[src/rtl/id_scan_fsm_if.sv]
// id_scan_fsm_if: character stream in, identifier status out
interface id_scan_fsm_if #(
    parameter int CHAR_W  = 8,
    parameter int MAX_DIG = 15,
    parameter int CNT_W   = 8
);
    localparam int DW = $clog2(MAX_DIG + 1);
    logic              clr;
    logic              in_valid;
    logic [CHAR_W-1:0] char;
    logic              out;
    logic [DW-1:0]     dig_len;
    logic              id_done;
    logic [CNT_W-1:0]  id_count;
    modport master (output clr, in_valid, char, input out, dig_len, id_done, id_count);
    modport slave  (input clr, in_valid, char, output out, dig_len, id_done, id_count);
endinterface

[src/rtl/id_scan_fsm.sv]
// id_scan_fsm: flags a stream ending in <letter><digit>{1..MAX_DIG} and counts completed identifiers
module id_scan_fsm #(
    parameter int CHAR_W   = 8,
    parameter int MAX_DIG  = 15,
    parameter int CNT_W    = 8,
    parameter int ALLOW_US = 0
) (
    input  logic         clk,
    input  logic         rst_n,
    id_scan_fsm_if.slave bus
);
    localparam int DW = $clog2(MAX_DIG + 1);
    localparam logic [CHAR_W-1:0] C_0  = CHAR_W'(8'h30);
    localparam logic [CHAR_W-1:0] C_9  = CHAR_W'(8'h39);
    localparam logic [CHAR_W-1:0] C_LA = CHAR_W'(8'h61);
    localparam logic [CHAR_W-1:0] C_LZ = CHAR_W'(8'h7A);
    localparam logic [CHAR_W-1:0] C_UA = CHAR_W'(8'h41);
    localparam logic [CHAR_W-1:0] C_UZ = CHAR_W'(8'h5A);
    localparam logic [CHAR_W-1:0] C_US = CHAR_W'(8'h5F);

    typedef enum logic [1:0] {IDLE, ALPHA, MATCH} state_t;

    state_t           state, state_nx;
    logic [DW-1:0]    dig_len, dig_nx;
    logic [CNT_W-1:0] id_count, cnt_nx;
    logic             id_done, done_nx;
    logic             is_dig, is_let;

    // classify the character, then pick next state, run length and completion pulse
    always_comb begin
        is_dig   = bus.char >= C_0 && bus.char <= C_9;
        is_let   = (bus.char >= C_LA && bus.char <= C_LZ) || (bus.char >= C_UA && bus.char <= C_UZ) ||
                   (ALLOW_US != 0 && bus.char == C_US);
        state_nx = state;
        dig_nx   = dig_len;
        cnt_nx   = id_count;
        done_nx  = 1'b0;
        if (bus.in_valid) begin
            if (state == MATCH && !is_dig) begin
                done_nx = 1'b1;
                cnt_nx  = &id_count ? id_count : id_count + CNT_W'(1);
            end
            if (is_let) begin
                state_nx = ALPHA;
                dig_nx   = '0;
            end else if (!is_dig) begin
                state_nx = IDLE;
                dig_nx   = '0;
            end else if (state == ALPHA) begin
                state_nx = MATCH;
                dig_nx   = DW'(1);
            end else if (state == MATCH) begin
                state_nx = dig_len == DW'(MAX_DIG) ? IDLE : MATCH;
                dig_nx   = dig_len == DW'(MAX_DIG) ? '0 : dig_len + DW'(1);
            end
        end
    end

    // state and status registers; clr wins over a valid character on the same edge
    always_ff @(posedge clk or negedge rst_n) begin
        if (!rst_n) begin
            state    <= IDLE;
            dig_len  <= '0;
            id_count <= '0;
            id_done  <= 1'b0;
        end else if (bus.clr) begin
            state    <= IDLE;
            dig_len  <= '0;
            id_count <= '0;
            id_done  <= 1'b0;
        end else begin
            state    <= state_nx;
            dig_len  <= dig_nx;
            id_count <= cnt_nx;
            id_done  <= done_nx;
        end
    end

    assign bus.out      = state == MATCH;
    assign bus.dig_len  = dig_len;
    assign bus.id_count = id_count;
    assign bus.id_done  = id_done;
endmodule

[src/flat_wrapper.sv]
// flat-port wrapper written by rule: the top's interface ports become plain ports
module id_scan_fsm_flat 
#(
    parameter int CHAR_W   = 8,
    parameter int MAX_DIG  = 15,
    parameter int CNT_W    = 8,
    parameter int ALLOW_US = 0
)
  (clk, rst_n, bus_clr, bus_in_valid, bus_char, bus_out, bus_dig_len, bus_id_done, bus_id_count);
  id_scan_fsm_if #(.CHAR_W(CHAR_W), .MAX_DIG(MAX_DIG), .CNT_W(CNT_W)) bus_i ();
  input  logic clk;
  input  logic rst_n;
  input wire logic [$bits(bus_i.clr)-1:0] bus_clr;
  input wire logic [$bits(bus_i.in_valid)-1:0] bus_in_valid;
  input wire logic [$bits(bus_i.char)-1:0] bus_char;
  output wire logic [$bits(bus_i.out)-1:0] bus_out;
  output wire logic [$bits(bus_i.dig_len)-1:0] bus_dig_len;
  output wire logic [$bits(bus_i.id_done)-1:0] bus_id_done;
  output wire logic [$bits(bus_i.id_count)-1:0] bus_id_count;
  assign bus_i.clr = bus_clr;
  assign bus_i.in_valid = bus_in_valid;
  assign bus_i.char = bus_char;
  assign bus_out = bus_i.out;
  assign bus_dig_len = bus_i.dig_len;
  assign bus_id_done = bus_i.id_done;
  assign bus_id_count = bus_i.id_count;
  id_scan_fsm #(.CHAR_W(CHAR_W), .MAX_DIG(MAX_DIG), .CNT_W(CNT_W), .ALLOW_US(ALLOW_US)) u_core (.clk(clk), .rst_n(rst_n), .bus(bus_i));
endmodule
[config.mk]
export PLATFORM = sky130hd
export DESIGN_NAME = id_scan_fsm_flat
export DESIGN_NICKNAME = d
export VERILOG_FILES = /design/src/rtl/id_scan_fsm_if.sv /design/src/rtl/id_scan_fsm.sv /design/src/flat_wrapper.sv
export SDC_FILE = /design/constraint.sdc
export NUM_CORES = 1
export LEC_CHECK = 0
export ABC_AREA = 1
export CAP_MARGIN = 15
export CORE_MARGIN = 1.5
export CORE_UTILIZATION = 40
export CTS_BUF_LIST = sky130_fd_sc_hd__clkbuf_4 sky130_fd_sc_hd__clkbuf_8 sky130_fd_sc_hd__clkbuf_16
export DETAILED_ROUTE_END_ITERATION = 7
export GPL_TIMING_DRIVEN = 0
export PLACE_DENSITY = 0.71
export SLEW_MARGIN = 20
export SYNTH_ARGS = -nofsm -noshare
export SYNTH_HDL_FRONTEND = slang
export SYNTH_SLANG_ARGS = --single-unit
[constraint.sdc]
create_clock -name clk -period 3.6 [get_ports clk]
set_input_delay 0.72 -clock clk [delete_from_list [all_inputs] [get_ports clk]]
set_output_delay 0.72 -clock clk [all_outputs]
set_load 0.02 [all_outputs]
==> flow_summary.yaml <==
layout:
  n_antenna_cell: 0
  final_core_util: 0.557
  final_nets: 203
  syn_to_final_growth_pct: 27.4
  multi_input_area_um2: 641
  layout-drive-gt1-share: 0.128
  fill_cells: 252
  design_area_um2: 1420
  seq_area_um2: 375
clock_tree:
  cts_resized: 0
  cts_setup_buffers: 0
  cts_tree: "done"
  path_clk_slew_ns: 0.10
  cts_buffers: 3
  clock_path_buffers: 2
  cts_sinks: 15
  clk_latency_ns: 0.29
  cts-root-buf: "clkbuf_4"
  hold_buffers: 0
  htree_levels: 1
critical_path:
  arrival_ns: 1.53
  r2r_start: "u_core.bus.id_count[1]$_DFFE_PN0P_"
  cp_max_fo: 2
  reg2reg_to: "u_core.bus.id_count[5]$_DFFE_PN0P_"
  crit_slowest_cell: "clkdlybuf4s50_1"
  crit_required_ns: 2.88
  ff2ff_path_depth: 8
  cp_cell_sequence: "inv_1, nand2_1, inv_1, clkdlybuf4s50_1"
  critPathMostFrequentCell: "inv_1"
  reg2reg_slack_ns: 2.05
  worstSetupPathType: "reg2out"
  cp_slowest_stage_delay_ns: 0.61
  cp-end-kind: "output port"
  startpoint_type: "flip-flop"
power:
  max-vdd-ir-drop_uv: 232
  p_total_mw: 0.323
  p_leak_nw: 0.660
  power.density_nw_per_um2: 228
min_path:
  holdPathEnd: "u_core.state[0]$_DFFE_PN0P_"
  min_from: "u_core.state[0]$_DFFE_PN0P_"
  whs_path_depth: 2
  min_path_type: "reg2reg"
sta:
  finalMaxSlewViolations: 0
  tns_ns: 0
  period_needed_ns: 2.25
  worst_slew_pin_slew_ns: 0.688
  final-hold-violation-count: 0
  rsz0062_at_grt: "false"
  fmax_mhz: 445
  period_share: 0.624
  max_slew_margin: 0.540
  clock-skew-final_ns: 0.00730
  setup_viol: 0
  holdWs_ns: 0.481
logic_synthesis:
  yosys-top-cells-area: "dfrtp_1 34%, nand2_1 14%, inv_1 6.4%, nand3_1 5.8%, nor2_1 5.7%"
  synth-simple-area-share: 0.433
  synth_ff_type: "dfrtp_1"
  mappedNetlistArea_um2: 1110
  synth_top_family_by_area: "simple AND/OR/NAND/NOR gates"
  yosys.area.top_type: "dfrtp_1"
  synthArstFlopShare: 1.00
  yosysUniqueCellTypes: 27
  synth_edf_count: 0
  synth_compound_area_frac: 0.0967
  synth.yosys.seq_area_share: 0.337
  synth_warnings: 0
  syn_nets: 174
  syn_inst: 160
  synth_xor_area_frac: 0.0236
  muxShareOfSynthArea: 0
  syn_avg_cell_area_um2: 6.95
  ys_seq_elements: 15
  yosysTopAreaCellShare: 0.337
  synth_fa_ha_area_frac: 0.0225
routing:
  drt-initial-drc-count: 33
  drt_wl_total_um: 2510
  antenna_left: 0
  drc: 0
  vias: 1088
  drt-pass1-iter-count: 4
  post_drt_wl_per_cell_um: 11.5
  drt-vias-per-instance: 4.99
floorplan:
  initial_core_util: 0.437
  die_w_um: 55.7
  fp-row-count: 18
  fp.dieArea_um2: 3110
  io_pins: 26
  core_area_um2: 2540
  die_y_um: 55.7
global_route:
  grt_start_max_net_pins: 16
  antenna_found_initial: 0
  grt_pass1_wl_um: 4440
  overflow: 0
  grt_pass1_vias: 1055
  grt_use_total: 0.176
  top_usage_layer: "met2"
  grt_use_met3: 0.0419
  use_met1: 0.212
  grt_util_met2: 0.301
place:
  gp_congestion: 0.827
  portBuffers: 24
  placed_cell_area_um2: 1390
  place_hpwl_um: 2010
status:
  status: "finished clean"
flow_run:
  cap_viol_max_count: 0
## critical path: cells and delay by family (launching register included)
| family | cells | cell delay (ns) |
|---|---|---|
| simple gates | 1 | 0.07 |
| buf+inv | 3 | 0.78 |
| flops | 1 | 0.39 |
## cells by family after synthesis
kind of cell / count (synthesis)
AOI/OAI and AO/OA: 18
adders and majority gates: 2
and+or+nand+nor: 97
buffers and inverters: 25
DFF: 15
xor gates and xnor gates: 3
## routing by layer
metal  part of all wire  vias up
met1               0.45      494
met5                  0        -
met4              0.016        0
li1                   -      571
met2               0.50       17
met3              0.032        6
## state kept, by name, indices dropped and copies added (netlist names)
signal / cells
u_core.bus.dig_len: 4
u_core.bus.id_count: 8
u_core.bus.id_done: 1
u_core.state: 2
## where the power goes
part,internal [mW],switching (mW)
sequential,0.170,0.000899
clock,0.0413,0.0586
combinational,0.0205,0.0316
## cell usage in the layout, fill, tap and decap left out, drive strengths merged
cell type      instances
a21o                   1
a21oi                  6
buf                    2
clkbuf                 4
clkdlybuf4s50         24
clkinv                 1
dfrtp                 15
ha                     2
inv                   22
nand2                 47
nand3                 15
nand3b                 1
nand4                  8
nor2                  20
nor3                   4
nor4                   1
o21ai                 11
or2                    1
xnor2                  1
xor2                   2
## per-stage QoR
| stage | cells | worst slack (ns) |
|---|---|---|
| 3_5_place_dp | 214 | 1.38 |
| 3_3_place_gp | 214 | 1.41 |
| 2_1_floorplan | 160 | 2.04 |
| 6_report | 218 | 1.35 |
| 5_1_grt | 218 | 1.28 |
| 4_1_cts | 218 | 1.34 |
## area by class of cell
type                    count  share of cell area
well taps                  30              0.0265
clock buffers               3              0.0159
plain buffers               3             0.00971
inverters                  22              0.0583
repair buffers             24               0.169
clock inverters             1             0.00353
multi-input cells         120               0.452
flip-flops and latches     15               0.265
## synthesized netlist by cell type, types with 2 or more instances
cell type and n:
a21oi_1 5, buf_2 2, dfrtp_1 15, ha_1 2, inv_1 19, inv_2 3
nand2_1 42, nand2_2 4, nand3_1 13, nand3_2 2, nand4_1 6, nand4_4 2
nor2_1 17, nor2_2 3, nor3_1 4, o21ai_0 4, o21ai_1 6, xor2_1 2
## worst max-delay path by stage
stage	from	endpoint	cells after the start
6_report	u_core.state[0]$_DFFE_PN0P_	bus_out	4
5_1_grt	u_core.state[0]$_DFFE_PN0P_	bus_out	4
4_1_cts	u_core.state[0]$_DFFE_PN0P_	bus_out	4
3_5_place_dp	bus_char[5]	u_core.bus.id_count[7]$_DFFE_PN0P_	10
3_3_place_gp	bus_char[6]	u_core.bus.id_count[5]$_DFFE_PN0P_	9
2_1_floorplan	bus_clr	u_core.bus.dig_len[2]$_DFFE_PN0P_	6
Power figures use the tool's default switching activity.
